**src/rtl/twenty_bit_operand_fetch.sv**
```systemverilog
// Operand-fetch stage for the 20-bit logic units.
// Holds a DEPTH x WIDTH register file (register 0 reads as zero) with two
// read ports and one write port. It presents a registered operand pair to
// the logic unit and supports write-first bypass, stall hold, and refresh
// of held operands while stalled.
module twenty_bit_operand_fetch #(
   parameter int WIDTH = 20,
   parameter int DEPTH = 16,
   parameter int AW    = 4
) (
   input  logic             clk,
   input  logic             rst,
   input  logic             rd_en,
   input  logic [AW-1:0]    ra0,
   input  logic [AW-1:0]    ra1,
   input  logic             stall,
   input  logic             we,
   input  logic [AW-1:0]    wa,
   input  logic [WIDTH-1:0] wd,
   output logic [WIDTH-1:0] op0,
   output logic [WIDTH-1:0] op1,
   output logic             op_valid
);

   logic [WIDTH-1:0] rf [DEPTH];
   logic [AW-1:0]    lat_ra0;
   logic [AW-1:0]    lat_ra1;

   logic             wr_hit;
   logic [WIDTH-1:0] rd_val0;
   logic [WIDTH-1:0] rd_val1;
   logic             refresh0;
   logic             refresh1;

   // A write is effective only to a nonzero address.
   assign wr_hit = we && (wa != '0);

   // Read-port values with write-first bypass; address 0 always reads zero.
   always_comb begin
      rd_val0 = '0;
      rd_val1 = '0;
      if (ra0 != '0) begin
         if (wr_hit && (wa == ra0)) begin
            rd_val0 = wd;
         end else begin
            rd_val0 = rf[ra0];
         end
      end
      if (ra1 != '0) begin
         if (wr_hit && (wa == ra1)) begin
            rd_val1 = wd;
         end else begin
            rd_val1 = rf[ra1];
         end
      end
   end

   // Refresh of a held operand when a write lands on its latched address.
   always_comb begin
      refresh0 = wr_hit && (wa == lat_ra0);
      refresh1 = wr_hit && (wa == lat_ra1);
   end

   // Register file write port; entry 0 is never written so it stays zero.
   always_ff @(posedge clk) begin
      if (rst) begin
         for (int unsigned i = 0; i < DEPTH; i++) begin
            rf[i] <= '0;
         end
      end else if (wr_hit) begin
         rf[wa] <= wd;
      end
   end

   // Operand registers: load on read, hold/refresh on stall, drop valid when idle.
   always_ff @(posedge clk) begin
      if (rst) begin
         op0      <= '0;
         op1      <= '0;
         op_valid <= 1'b0;
         lat_ra0  <= '0;
         lat_ra1  <= '0;
      end else if (stall) begin
         if (refresh0) begin
            op0 <= wd;
         end
         if (refresh1) begin
            op1 <= wd;
         end
      end else if (rd_en) begin
         op0      <= rd_val0;
         op1      <= rd_val1;
         op_valid <= 1'b1;
         lat_ra0  <= ra0;
         lat_ra1  <= ra1;
      end else begin
         op_valid <= 1'b0;
      end
   end

endmodule

```
**config.mk**
```make
export PLATFORM = sky130hd
export DESIGN_NAME = twenty_bit_operand_fetch
export DESIGN_NICKNAME = d
export VERILOG_FILES = /design/src/rtl/twenty_bit_operand_fetch.sv
export SDC_FILE = /design/constraint.sdc
export NUM_CORES = 1
export LEC_CHECK = 0
export CAP_MARGIN = 30
export CELL_PAD_IN_SITES_DETAIL_PLACEMENT = 0
export CELL_PAD_IN_SITES_GLOBAL_PLACEMENT = 1
export CORE_ASPECT_RATIO = 0.75
export CORE_MARGIN = 2
export CORE_UTILIZATION = 25
export CTS_BUF_LIST = sky130_fd_sc_hd__clkbuf_4
export CTS_CLUSTER_SIZE = 24
export DETAILED_ROUTE_END_ITERATION = 7
export GPL_TIMING_DRIVEN = 0
export PLACE_DENSITY = 0.42
export SLEW_MARGIN = 10
export SYNTH_ARGS = -nofsm -noshare
export SYNTH_HDL_FRONTEND = slang
export SYNTH_SLANG_ARGS = --single-unit
```
**constraint.sdc**
```tcl
create_clock -name clk -period 5.4 [get_ports clk]
set_input_delay 1.08 -clock clk [delete_from_list [all_inputs] [get_ports clk]]
set_output_delay 1.08 -clock clk [all_outputs]
set_load 0.01 [all_outputs]
```
==> results.tsv <==
stage	metric	value	unit
power	p_per_area	310	nW/um2
clock_tree	cts_tree	yes	
synth	yosysWarnings	0	
synth	syn-cell-area	20000	um2
synth	synthDistinctLibCells	40	
clock_tree	clock_latency	0.95	ns
route	via_count	14600	
synth	ys.flop_type	edfxtp_1	
power	power.leakage	0.00801	uW
placed_design	io_buffers	51	
outcome	outcome	completed	
worst_setup_path	end_kind	flip-flop	
route	initialDrtViolationCount	1731	
power	ir_drop	0.000149	V
placed_design	place_hpwl	69.5	mm
floorplan	core_area	79000	um2
synth	synth-seq-cells	369	
worst_setup_path	worstPathArrival	4.69	ns
sta	post-route-period-util	72.2	%
route	post_drt_wl_per_cell	35.7	um
sta	fin_skew	0.0550	ns
sta	tightest_slew	1.08	ns
worst_setup_path	cp.required	6.19	ns
placed_design	place_congestion	0.855	
sta	rsz0062_at_grt	false	
clock_tree	htreeDepth	3	
floorplan	die_h	249	um
clock_tree	cts_buffer_depth	3	
worst_setup_path	critPathKind	input port to flip-flop	
clock_tree	clkTransAtPathRegs	0.07	ns
sta	fin_ws	1.50	ns
floorplan	die_w	331	um
sta	setup_tns	0	ns
sta	hold_violations	0	
global_route	grt_max_degree	21	
sta	slew_viol_final	0	
placed_design	pre_cts_ws	0.659	ns
power	switching_power	2200	uW
floorplan	io_pins	78	
synth	syn_area_per_cell	13.4	um2
global_route	grtUsageTotal	24.5	%
synth	postSynth.asyncResetShare	0	%
global_route	grt_pass1_vias	14600	
sta	fin_crit	3.90	ns
clock_tree	cts_hold_buf	0	
synth	syn_inst	1496	
final_layout	area_delta_synth_final	16.9	%
clock_tree	root_buffer	clkbuf_4	
sta	relSlewSlack	28.1	%
clock_tree	cts_sinks	369	
clock_tree	cts_setup_buffers	0	
worst_setup_path	cp_max_fo	10	
global_route	grt_pass1_wl	133	mm
power	pwr-share-seq	46.3	%
worst_setup_path	startpoint_type	input port	
final_layout	final_util	29.6	%
synth	synth.yosys.seq_area_share	52.9	%
synth	synth_most_common_cell	edfxtp_1	
final_layout	multi_input_area	8630	um2
final_layout	regArea	10600	um2
route	ant_nets	0	
final_layout	n_fill_cell	8049	
synth	netlist.area_leader.share	48.0	%
global_route	grt-ovfl-total	0	
synth	synth_edf_count	320	
final_layout	layout.nets	1717	
power	intPower	5060	uW
route	drc	0	
floorplan	dieArea	82300	um2
synth	netlist_top_cells_area	edfxtp_1, mux4_2, and2_1, dfxtp_1, mux2i_1	
clock_tree	numCtsBuffers	103	
floorplan	rows	89	
power	clockPowerShare	38.0	%
sta	setup_viol	0	
power	netSwitchingFraction	30.3	%
sta	fmax	256	MHz
hold_path	holdCritPathClass	flip-flop to flip-flop	
synth	ys_top_cells_by_count	edfxtp_1, and2_1, mux4_2	
route	routed_wl	101	mm
clock_tree	cts_resized	0	
final_layout	drive_gt1_share	25.7	%
global_route	antenna_found_initial	17	
route	via_per_inst	5.19	
power	pwr-share-comb	15.7	%
synth	yosysTopAreaCell	edfxtp_1	
floorplan	initial_core_util	25.3	%
route	firstDrtPassIters	5	
flow_run	max_cap_viol_count	0	
-- layout by cell type (no fill, tap or decap), drive strengths merged, types with 4 or more instances in the layout --
| cell | n |
|---|---|
| mux4 | 116 |
| clkbuf | 258 |
| nand2 | 25 |
| edfxtp | 320 |
| nand2b | 7 |
| o22ai | 44 |
| buf | 83 |
| o221ai | 18 |
| nor2 | 59 |
| a31o | 22 |
| a21oi | 11 |
| or2 | 21 |
| a22o | 18 |
| conb | 20 |
| clkinv | 20 |
| dfxtp | 49 |
| diode | 12 |
| xnor2 | 16 |
| mux2i | 88 |
| nand4 | 4 |
| and2 | 305 |
| clkdlybuf4s50 | 51 |
| a22oi | 40 |
| o31ai | 22 |
| o21bai | 15 |
| o21ai | 67 |
| nor2b | 10 |
| a211oi | 40 |
-- power by group through the flow --
stage / Combinational (uW) / Clock [uW] / Sequential (uW)
CTS: 1130 / 2800 / 3360
finish: 1140 / 2760 / 3360
detailed placement: 1130 / 0 / 3420
global route: 1180 / 2940 / 3380
global placement: 1120 / 0 / 3420
floorplan: 598 / 0 / 3390
-- cells by family after synthesis --
group / synth area share (%)
DFF: 52.9
other: 0.0187
xor gates and xnor gates: 0.700
and+or+nand+nor: 12.8
muxes: 17.5
AOI/OAI and AO/OA: 11.8
buffers and inverters: 4.31
-- through the flow --
step | hold WS (ns) | std cells | power (uW) | area (um2)
2_1_floorplan | 0.449 | 1515 | 3990 | 20100
3_3_place_gp | 0.452 | 2612 | 4540 | 21900
3_5_place_dp | 0.462 | 2619 | 4550 | 22000
4_1_cts | 0.471 | 2807 | 7290 | 23300
5_1_grt | 0.492 | 2811 | 7500 | 23400
6_report | 0.462 | 2821 | 7260 | 23400
-- critical path, stage by stage --
cell	delay [ns]
clkdlybuf4s50_1	0.48
buf_2	0.33
buf_2	0.36
nand2_1	0.84
o22ai_1	0.19
o21bai_1	0.85
a31o_1	0.41
a211oi_2	0.10
-- registers in the layout, summed over array words and instances, names as in the netlist --
signal	count
lat_ra1	4
lat_ra0	4
op_valid	1
op1	20
op0	20
rf	320
-- final timing paths --
kind	to	slack (ns)	cells after the start	startpoint
setup reg to reg	op0[9]	2.75	5	rf[1][9]
hold / removal	op_valid	0.46	2	op_valid
setup / recovery	op0[12]	1.50	8	ra0[2]
hold reg to reg	op_valid	0.46	2	op_valid
-- routing by layer --
layer / wire (um) / GRT usage (%)
met2: 42800 / 35.2
met1: 47200 / 36.7
met3: 8160 / 5.56
met5: 159 / 0
met4: 2370 / 5.96
-- final cells by class --
cell class | count | area share (%)
tap | 1046 | 5.60
multi-input combinational | 975 | 36.9
clock buffer | 162 | 5.20
sequential | 369 | 45.3
antenna | 12 | 0.128
buffer | 171 | 3.71
clock inverter | 26 | 0.567
timing repair buffer | 60 | 2.64
Note: power is estimated with default switching activity, not from simulation.
